$ cat src/rtl/cory_rgb_dec2_ctrl_if.sv
// Pixel stream bundle between upstream source, the vertical decimation control and the horizontal decimator.
// The DUT side is the slave modport; the driver/monitor side is the master modport.
interface cory_rgb_dec2_ctrl_if;
    logic        i_a_v;
    logic [23:0] i_a_d;
    logic        i_a_sof;
    logic        o_a_r;
    logic        o_z_v;
    logic [23:0] o_z_d;
    logic        o_z_first;
    logic        i_z_r;

    modport master (
        output i_a_v, i_a_d, i_a_sof, i_z_r,
        input  o_a_r, o_z_v, o_z_d, o_z_first
    );

    modport slave (
        input  i_a_v, i_a_d, i_a_sof, i_z_r,
        output o_a_r, o_z_v, o_z_d, o_z_first
    );
endinterface

$ cat src/rtl/cory_rgb_dec2_ctrl.sv
// Vertical decimate-by-2 ahead of the rgb horizontal decimator: even lines pass, odd lines are dropped.
// Zero latency (combinational pass-through); PASS follows downstream ready, IDLE/DROP always accept.
// Optional sticky framing-error flag built only with CORY_RGB_DEC2_CTRL_ERR_EN defined.
module cory_rgb_dec2_ctrl #(
    parameter int W = 12
) (
    input  logic         clk,
    input  logic         reset_n,
    input  logic [W-1:0] i_width,
    output logic         o_err,
    cory_rgb_dec2_ctrl_if.slave bus
);

    typedef enum logic [1:0] {IDLE, PASS, DROP} state_t;

    state_t       state_q, state_d;
    logic [W-1:0] col_q, col_d;
    logic         a_r, z_v, z_first;
    logic         line_end, sof_beat;
`ifdef CORY_RGB_DEC2_CTRL_ERR_EN
    logic         err_q, err_d;
`endif

    assign line_end = (col_q == (i_width - W'(1)));
    assign sof_beat = bus.i_a_v && bus.i_a_sof;

    always_comb begin
        state_d = state_q;
        col_d   = col_q;
        a_r     = 1'b1;
        z_v     = 1'b0;
        z_first = 1'b0;
`ifdef CORY_RGB_DEC2_CTRL_ERR_EN
        err_d   = err_q;
`endif
        if (i_width == '0) begin
            state_d = IDLE;
            col_d   = '0;
        end else if (sof_beat) begin
            // SOF restarts the frame from any state and is itself the first forwarded pixel
            a_r     = bus.i_z_r;
            z_v     = 1'b1;
            z_first = 1'b1;
            if (bus.i_z_r) begin
`ifdef CORY_RGB_DEC2_CTRL_ERR_EN
                if (state_q != IDLE && col_q != '0) err_d = 1'b1;
`endif
                if (i_width == W'(1)) begin
                    state_d = DROP;
                    col_d   = '0;
                end else begin
                    state_d = PASS;
                    col_d   = W'(1);
                end
            end
        end else begin
            case (state_q)
                PASS: begin
                    a_r     = bus.i_z_r;
                    z_v     = bus.i_a_v;
                    z_first = bus.i_a_v && (col_q == '0);
                    if (bus.i_a_v && bus.i_z_r) begin
                        col_d   = line_end ? '0 : col_q + W'(1);
                        state_d = line_end ? DROP : PASS;
                    end
                end
                DROP: begin
                    if (bus.i_a_v) begin
                        col_d   = line_end ? '0 : col_q + W'(1);
                        state_d = line_end ? PASS : DROP;
                    end
                end
                default: begin
                    state_d = IDLE;
                end
            endcase
        end
        // Hold the stream quiet while reset is asserted, whatever the inputs do
        if (!reset_n) begin
            a_r     = 1'b1;
            z_v     = 1'b0;
            z_first = 1'b0;
        end
    end

    always_ff @(posedge clk or negedge reset_n) begin
        if (!reset_n) begin
            state_q <= IDLE;
            col_q   <= '0;
        end else begin
            state_q <= state_d;
            col_q   <= col_d;
        end
    end

`ifdef CORY_RGB_DEC2_CTRL_ERR_EN
    always_ff @(posedge clk or negedge reset_n) begin
        if (!reset_n) err_q <= 1'b0;
        else          err_q <= err_d;
    end
    assign o_err = err_q;
`else
    assign o_err = 1'b0;
`endif

    assign bus.o_a_r     = a_r;
    assign bus.o_z_v     = z_v;
    assign bus.o_z_first = z_first;
    assign bus.o_z_d     = bus.i_a_d;

endmodule

$ cat src/flat_wrapper.sv
// flat-port wrapper written by rule: the top's interface ports become plain ports
module cory_rgb_dec2_ctrl_flat 
#(
    parameter int W = 12
)
  (clk, reset_n, i_width, o_err, bus_i_a_v, bus_i_a_d, bus_i_a_sof, bus_i_z_r, bus_o_a_r, bus_o_z_v, bus_o_z_d, bus_o_z_first);
  cory_rgb_dec2_ctrl_if bus_i ();
  input  logic clk;
  input  logic reset_n;
  input  logic [W-1:0] i_width;
  output logic o_err;
  input wire logic [$bits(bus_i.i_a_v)-1:0] bus_i_a_v;
  input wire logic [$bits(bus_i.i_a_d)-1:0] bus_i_a_d;
  input wire logic [$bits(bus_i.i_a_sof)-1:0] bus_i_a_sof;
  input wire logic [$bits(bus_i.i_z_r)-1:0] bus_i_z_r;
  output wire logic [$bits(bus_i.o_a_r)-1:0] bus_o_a_r;
  output wire logic [$bits(bus_i.o_z_v)-1:0] bus_o_z_v;
  output wire logic [$bits(bus_i.o_z_d)-1:0] bus_o_z_d;
  output wire logic [$bits(bus_i.o_z_first)-1:0] bus_o_z_first;
  assign bus_i.i_a_v = bus_i_a_v;
  assign bus_i.i_a_d = bus_i_a_d;
  assign bus_i.i_a_sof = bus_i_a_sof;
  assign bus_i.i_z_r = bus_i_z_r;
  assign bus_o_a_r = bus_i.o_a_r;
  assign bus_o_z_v = bus_i.o_z_v;
  assign bus_o_z_d = bus_i.o_z_d;
  assign bus_o_z_first = bus_i.o_z_first;
  cory_rgb_dec2_ctrl #(.W(W)) u_core (.clk(clk), .reset_n(reset_n), .i_width(i_width), .o_err(o_err), .bus(bus_i));
endmodule
$ cat config.mk
export PLATFORM = sky130hd
export DESIGN_NAME = cory_rgb_dec2_ctrl_flat
export DESIGN_NICKNAME = d
export VERILOG_FILES = /design/src/rtl/cory_rgb_dec2_ctrl_if.sv /design/src/rtl/cory_rgb_dec2_ctrl.sv /design/src/flat_wrapper.sv
export SDC_FILE = /design/constraint.sdc
export NUM_CORES = 1
export LEC_CHECK = 0
export ABC_AREA = 1
export CAP_MARGIN = 20
export CORE_UTILIZATION = 45
export CTS_CLUSTER_SIZE = 30
export DETAILED_ROUTE_END_ITERATION = 6
export DONT_BUFFER_PORTS = 1
export PLACE_DENSITY = 0.57
export SYNTH_ARGS = -nofsm -noshare
export SYNTH_HDL_FRONTEND = slang
export SYNTH_SLANG_ARGS = --single-unit
$ cat constraint.sdc
create_clock -name clk -period 2.67 [get_ports clk]
set_clock_uncertainty 0.15 [all_clocks]
set_input_delay 0.534 -clock clk [delete_from_list [all_inputs] [get_ports clk]]
set_output_delay 0.534 -clock clk [all_outputs]
set_load 0.01 [all_outputs]
==> results.py, run 1 <==
metrics = {
    "sta": {
        "final-hold-violation-count": 0,
        "slew_headroom_pct": 59.5,
        "final.period_utilization_pct": 84.9,
        "finalSetupViolCount": 0,
        "rsz_0062_raised_after_global_routing": "false",
        "tightest_slew_ns": 0.606,
        "final_max_slew_viol_count": 0,
        "post_layout_minimum_cycle_time_ns": 2.27,
        "timing.hold.ws_ns": 0.392,
        "max_clock_freq_mhz": 441,
        "setup_total_negative_slack_ns": 0,
        "final.setup.worst_slack_ns": 0.403,
    },
    "grt": {
        "grt_first_pass_wirelength_microns": 6670,
        "gr-usage-all-layers_pct": 21.4,
        "gr-total-overflow": 0,
        "vias_in_the_first_global_route": 1529,
        "grt_start_max_net_pins": 15,
        "antenna_found_initial": 0,
    },
    "yosys": {
        "synth.avg_cell_area_sq_um": 6.39,
        "synth.cell_area_sq_um": 1720,
        "yosys.cell_types.count": 30,
        "yosys_register_bits": 14,
        "synth_sequential_area_ratio_pct": 20.4,
        "synthCells": 269,
        "synth_nets": 316,
        "synth_warnings": 0,
    },
    "clock_network": {
        "clkLatencyLatePin_ns": 0.24,
        "htree_levels": 1,
        "clock_sinks": 14,
        "clock_tree.root_cell": "sky130_fd_sc_hd__clkbuf_8",
        "cts_resized": 0,
        "cts_tree": "done",
        "cts-buffers-inserted": 3,
        "path_clk_slew_ns": 0.05,
        "clock_path_buffers": 2,
    },
    "route": {
        "post_drt_wl_per_cell_microns": 13.0,
        "via_count": 1505,
        "drc_errors": 0,
        "route.antenna.remaining_nets": 0,
        "drt_pass1_iterations": 4,
        "first_iter_violations": 53,
        "routed_wl_microns": 3840,
        "route.detailed.vias_per_inst": 5.08,
    },
    "pwr": {
        "total_leakage_power_uw": 0.000811,
        "p_total_uw": 977,
        "sw_power_uw": 444,
        "p_clk_share_pct": 17.1,
        "cellInternalPower_uw": 534,
        "share_comb_of_total_power_pct": 52.0,
        "power.switching_fraction_pct": 45.4,
        "vdd.ir_drop.worst_mv": 0.308,
        "pwr_cell_area_nw_per_um2": 595,
        "seq_power_share_pct": 30.9,
    },
    "die": {
        "ios": 69,
        "initial_core_util_pct": 46.9,
        "die_h_microns": 63.8,
        "core.rowCount": 22,
        "fp.dieW_microns": 63.8,
        "core_region_area_sq_um": 3660,
        "design.die.area_sq_um": 4070,
    },
    "place": {
        "detailed_place_hpwl_microns": 3200,
        "globalplace.congestion": 0.861,
        "port_buffers": 0,
        "dp_worst_setup_slack_ns": 0.332,
    },
    "cells_and_area": {
        "utilization_pct": 44.8,
        "seqCellArea_sq_um": 350,
        "multi_input_area_sq_um": 1020,
        "final_cell_mix": "sky130_fd_sc_hd__nand2_1, sky130_fd_sc_hd__inv_1, sky130_fd_sc_hd__nor2_1, sky130_fd_sc_hd__nand3_1, sky130_fd_sc_hd__dfrtp_1",
        "fillers": 401,
        "final_nets": 297,
        "antenna-diode-count": 0,
        "layout.cells.most_common": "sky130_fd_sc_hd__nand2_1",
        "drive_gt1_share_pct": 14.1,
        "syn2layout_area_growth_pct": -4.44,
    },
    "worst_setup_path": {
        "timing.setup.critical_path_class": "primary input to output port",
        "timing.reg2reg.setup_slack_ns": 0.47,
        "critical_path_arrival_ns": 1.58,
        "r2r.worst_path.cells": 10,
        "crit_fanout": 5,
        "critical_path_required_ns": 1.99,
        "regToRegStartpoint": "u_core.state_q[1]",
        "reg2reg_to": "u_core.col_q[11]",
        "end_kind": "output port",
        "critical_path_source_type": "primary input",
    },
    "min_path": {
        "hold_start": "u_core.state_q[0]",
        "min-delay-path-class": "flip-flop to flip-flop",
        "min_delay_path_depth": 2,
        "hold_end": "u_core.state_q[0]",
    },
    "job": {
        "drv_cap": 0,
    },
    "run_status": {
        "status": "complete, no violations",
    },
}
## through the flow
step	cells	area, sq um
2_1_floorplan	269	1720
3_5_place_dp	292	1590
3_3_place_gp	292	1590
6_report	296	1640
5_1_grt	296	1640
4_1_cts	296	1640
## power groups by stage
stage	logic, uW	clock network [uW]	registers (uW)
after global placement	511	0	305
after floorplan	449	0	293
after CTS	513	174	302
final	508	168	302
after global routing	591	181	309
after detailed placement	505	0	306
## final cells by class
cell class / count / area share, %
Sequential cell: 14 / 21.3
Inverter: 40 / 9.45
Multi-Input combinational cell: 190 / 62.4
Timing Repair Buffer: 1 / 0.610
Clock buffer: 3 / 2.52
Tap cell: 48 / 3.66
## cells in the mapped netlist
| cell | n | share of area [%] |
|---|---|---|
| sky130_fd_sc_hd__nor3_2 | 1 | 0.58 |
| sky130_fd_sc_hd__buf_4 | 25 | 11 |
| sky130_fd_sc_hd__o2111a_1 | 1 | 0.66 |
| sky130_fd_sc_hd__xnor2_1 | 1 | 0.51 |
| sky130_fd_sc_hd__nand2_4 | 2 | 1.3 |
| sky130_fd_sc_hd__conb_1 | 1 | 0.22 |
| sky130_fd_sc_hd__nor2_4 | 4 | 2.6 |
| sky130_fd_sc_hd__nor3_1 | 8 | 2.3 |
| sky130_fd_sc_hd__nor4_1 | 2 | 0.73 |
| sky130_fd_sc_hd__nand4_1 | 6 | 2.2 |
| sky130_fd_sc_hd__ha_1 | 6 | 4.4 |
| sky130_fd_sc_hd__a21oi_1 | 3 | 0.87 |
| sky130_fd_sc_hd__o21ai_1 | 4 | 1.2 |
| sky130_fd_sc_hd__inv_6 | 1 | 0.51 |
| sky130_fd_sc_hd__inv_1 | 34 | 7.4 |
| sky130_fd_sc_hd__nor2_1 | 23 | 5.0 |
| sky130_fd_sc_hd__and2_1 | 1 | 0.36 |
| sky130_fd_sc_hd__nand2_1 | 75 | 16 |
| sky130_fd_sc_hd__nand4_2 | 1 | 0.73 |
| sky130_fd_sc_hd__o21ai_0 | 5 | 1.5 |
| sky130_fd_sc_hd__nor2_2 | 8 | 2.9 |
| sky130_fd_sc_hd__nand3_2 | 3 | 1.7 |
| sky130_fd_sc_hd__o21a_1 | 1 | 0.44 |
| sky130_fd_sc_hd__a21oi_4 | 1 | 0.95 |
| sky130_fd_sc_hd__o21bai_2 | 1 | 0.66 |
| sky130_fd_sc_hd__xor2_1 | 8 | 4.1 |
| sky130_fd_sc_hd__inv_2 | 5 | 1.1 |
| sky130_fd_sc_hd__nand3_1 | 19 | 5.5 |
| sky130_fd_sc_hd__nand2_2 | 5 | 1.8 |
| sky130_fd_sc_hd__dfrtp_1 | 14 | 20 |
## registers in the layout, summed over array words and instances, names as in the netlist
register and cells:
u_core.col_q 12, u_core.state_q 2
## critical path, stage by stage
cell	delay, ns
sky130_fd_sc_hd__inv_1	0.04
sky130_fd_sc_hd__ha_1	0.23
sky130_fd_sc_hd__nand2_2	0.11
sky130_fd_sc_hd__inv_2	0.07
sky130_fd_sc_hd__nand4_2	0.14
sky130_fd_sc_hd__o2111a_1	0.26
sky130_fd_sc_hd__o21a_1	0.19
## repair_timing
action | in CTS | in global routing
setup endpoints to repair | 0 | 0
hold buffers | 1 | 0
hold endpoints to repair | 14 | 0
buffers inserted | 0 | 0
## metal layers
metal	global-route usage, %	routed length [microns]
met5	0	0
met1	25.2	1620
met2	36.6	1840
met3	2.50	218
met4	13.9	165
## how the worst max path moves through the flow
stage | from | end | slack (ns) | cells past startpoint
floorplan | i_width[0] | bus_o_z_first | 0.50 | 7
global placement | i_width[1] | u_core.col_q[11] | 0.36 | 13
detailed placement | i_width[0] | u_core.col_q[6] | 0.33 | 13
CTS | i_width[0] | bus_o_z_first | 0.40 | 7
global route | i_width[0] | bus_o_z_first | 0.32 | 7
finish | i_width[0] | bus_o_z_first | 0.40 | 7
## cell families (layout without fill, tap and decap cells)
group           after synthesis  count (layout)  synth area share (%)
flops                        14              14                  20.4
compound gates               16              16                  6.19
xor+xnor                      9               9                  4.59
fa+ha+maj                     6               6                  4.37
buf+inv                      65              44                  20.0
other cells                   1               1                 0.218
simple gates                158             158                  44.3
(Power assumes the default switching activity.)
==> run 2, diff against run 1 <==
PLACE_DENSITY = 0.59   (was 0.57)
clock period = 2 ns   (was 2.67 ns; I/O delays follow)
==> run 2 against run 1 <==
Effect of this change: combinational power rose by 78%; clock power is 31% higher; sequential share of layout area decreased by 3.2 points; wire length up 3.7%; utilization rose by 7.9 points; non-clock buffer count increased by 29; sequential power up 35%; worst setup slack lost 0.33 ns; critical endpoint is now bus_o_z_v; largest cell class unchanged; highest routed layer unchanged.
==> results.py, run 2 (synthesis results as in run 1) <==
metrics = {
    "run_status": {
        "status": "complete, no violations",
    },
    "clock_network": {
        "path_clk_slew_ns": 0.05,
        "cts-buffers-inserted": 3,
        "clkLatencyLatePin_ns": 0.24,
        "htree_levels": 1,
        "clock_sinks": 14,
        "clock_path_buffers": 2,
        "clock_tree.root_cell": "sky130_fd_sc_hd__clkbuf_8",
        "cts_tree": "done",
    },
    "sta": {
        "finalSetupViolCount": 0,
        "rsz_0062_raised_after_global_routing": "false",
        "final.period_utilization_pct": 96.2,
        "final.setup.worst_slack_ns": 0.0763,
        "max_clock_freq_mhz": 520,
        "final_max_slew_viol_count": 0,
        "tightest_slew_ns": 0.592,
        "timing.hold.ws_ns": 0.315,
        "final-hold-violation-count": 0,
        "slew_headroom_pct": 60.4,
        "post_layout_minimum_cycle_time_ns": 1.92,
    },
    "die": {
        "core_region_area_sq_um": 3660,
        "ios": 69,
        "design.die.area_sq_um": 4070,
        "core.rowCount": 22,
        "fp.dieW_microns": 63.8,
        "die_h_microns": 63.8,
        "initial_core_util_pct": 46.9,
    },
    "pwr": {
        "sw_power_uw": 651,
        "power.switching_fraction_pct": 42.5,
        "seq_power_share_pct": 26.6,
        "p_clk_share_pct": 14.3,
        "total_leakage_power_uw": 0.000964,
        "pwr_cell_area_nw_per_um2": 794,
        "cellInternalPower_uw": 881,
        "share_comb_of_total_power_pct": 59.1,
        "vdd.ir_drop.worst_mv": 0.480,
    },
    "cells_and_area": {
        "largest_register": "u_core.col_q",
        "syn2layout_area_growth_pct": 12.3,
        "layout.cells.most_common": "sky130_fd_sc_hd__nand2_1",
        "drive_gt1_share_pct": 26.7,
        "reg_top3": "u_core.col_q x12, u_core.state_q x2",
        "final_cell_mix": "sky130_fd_sc_hd__nand2_1, sky130_fd_sc_hd__inv_1, sky130_fd_sc_hd__buf_4, sky130_fd_sc_hd__nor2_1, sky130_fd_sc_hd__nand3_1",
        "utilization_pct": 52.7,
        "antenna-diode-count": 0,
        "instances_no_fill": 325,
        "largest_register_ff_count": 12,
        "final_nets": 326,
    },
    "min_path": {
        "min-delay-path-class": "primary input to flip-flop",
    },
    "route": {
        "drc_errors": 0,
        "via_count": 1613,
        "route.antenna.remaining_nets": 0,
        "first_iter_violations": 70,
        "drt_pass1_iterations": 5,
        "route.detailed.vias_per_inst": 4.96,
        "routed_wl_microns": 3980,
        "post_drt_wl_per_cell_microns": 12.3,
    },
    "place": {
        "globalplace.congestion": 0.842,
        "dp_worst_setup_slack_ns": -0.145,
        "detailed_place_hpwl_microns": 3240,
        "numPlacedInstances": 319,
        "port_buffers": 0,
    },
    "grt": {
        "gr-usage-all-layers_pct": 21.7,
        "gr-total-overflow": 0,
        "antenna_found_initial": 0,
        "grt_first_pass_wirelength_microns": 6820,
        "grt_start_max_net_pins": 15,
        "vias_in_the_first_global_route": 1565,
    },
    "worst_setup_path": {
        "critical_path_source_type": "primary input",
        "critical_path_required_ns": 1.45,
        "crit_path_cell_trace": "inv_1 > ha_2 > nand2_2 > inv_4 > nand4_4 > buf_4 > o2111a_1 > buf_4",
        "critical_path_arrival_ns": 1.37,
        "crit_fanout": 5,
        "cpMostUsedCell": "sky130_fd_sc_hd__buf_4",
        "end_kind": "output port",
        "slowest_stage": "sky130_fd_sc_hd__ha_2",
        "timing.setup.critical_path_class": "primary input to output port",
        "max_stage_delay_ns": 0.20,
    },
    "job": {
        "drv_cap": 0,
    },
}
[run 2: cell count changes in the layout (fill, tap and decap cells not counted), sizes merged]
| cell | previous run | this run |
|---|---|---|
| buf | 0 | 29 |
[run 2: layer usage]
| metal | part of all wire [%] | GRT usage [%] | vias to the layer above |
|---|---|---|---|
| met5 | 0 | 0 | - |
| met4 | 3.4 | 12.5 | 0 |
| met3 | 5.4 | 2.50 | 13 |
| met2 | 47 | 34.7 | 33 |
| met1 | 44 | 28.1 | 733 |
| li1 | - | - | 834 |
[run 2: cell type report]
| type | count | area, sq um |
|---|---|---|
| inverters | 40 | 158 |
| well taps | 48 | 60.1 |
| fillers | 387 | 1730 |
| repair buffers | 30 | 244 |
| multi-input cells | 190 | 1080 |
| flip-flops and latches | 14 | 350 |
| clock buffers | 3 | 41.3 |
[run 2: repair_timing]
item                                    CTS  global route
hold endpoints to repair                 14             0
hold buffers                              1             0
pin swaps                                 0             6
endpoints found under the setup margin    1            16
resized for setup                         1            16
buffers inserted                          0             2
[run 2: power by group through the flow]
stage | clock network, uW | logic (uW) | registers, uW
finish | 220 | 905 | 407
global route | 239 | 1030 | 417
CTS | 233 | 858 | 401
detailed placement | 0 | 837 | 406
global placement | 0 | 841 | 408
floorplan | 0 | 600 | 391
[run 2: critical path, delay by kind of cell]
family / cells / cell delay, ns
compound gates: 1 / 0.11
buf+inv: 4 / 0.45
fa+ha+maj: 1 / 0.20
simple gates: 2 / 0.20
[run 2: worst paths after layout]
path                                         from           endpoint  slack, ns  cells past startpoint
worst min register to register  u_core.state_q[0]  u_core.state_q[0]       0.41                      2
worst min-delay path                  bus_i_a_sof  u_core.state_q[1]       0.31                      3
min in group asynchronous                 reset_n    u_core.col_q[7]       0.45                      1
max in group asynchronous                 reset_n  u_core.state_q[0]       0.86                      1
worst max-delay path                   i_width[1]          bus_o_z_v       0.08                      8
worst max register to register    u_core.col_q[8]    u_core.col_q[8]       0.14                      9
[run 2: through the flow]
step | total power [uW] | instance area [sq um] | TNS, ns
2_1_floorplan | 991 | 1720 | 0
3_3_place_gp | 1250 | 1810 | -1.07
3_5_place_dp | 1240 | 1810 | -1.65
4_1_cts | 1490 | 1860 | 0
5_1_grt | 1680 | 1930 | 0
6_report | 1530 | 1930 | 0
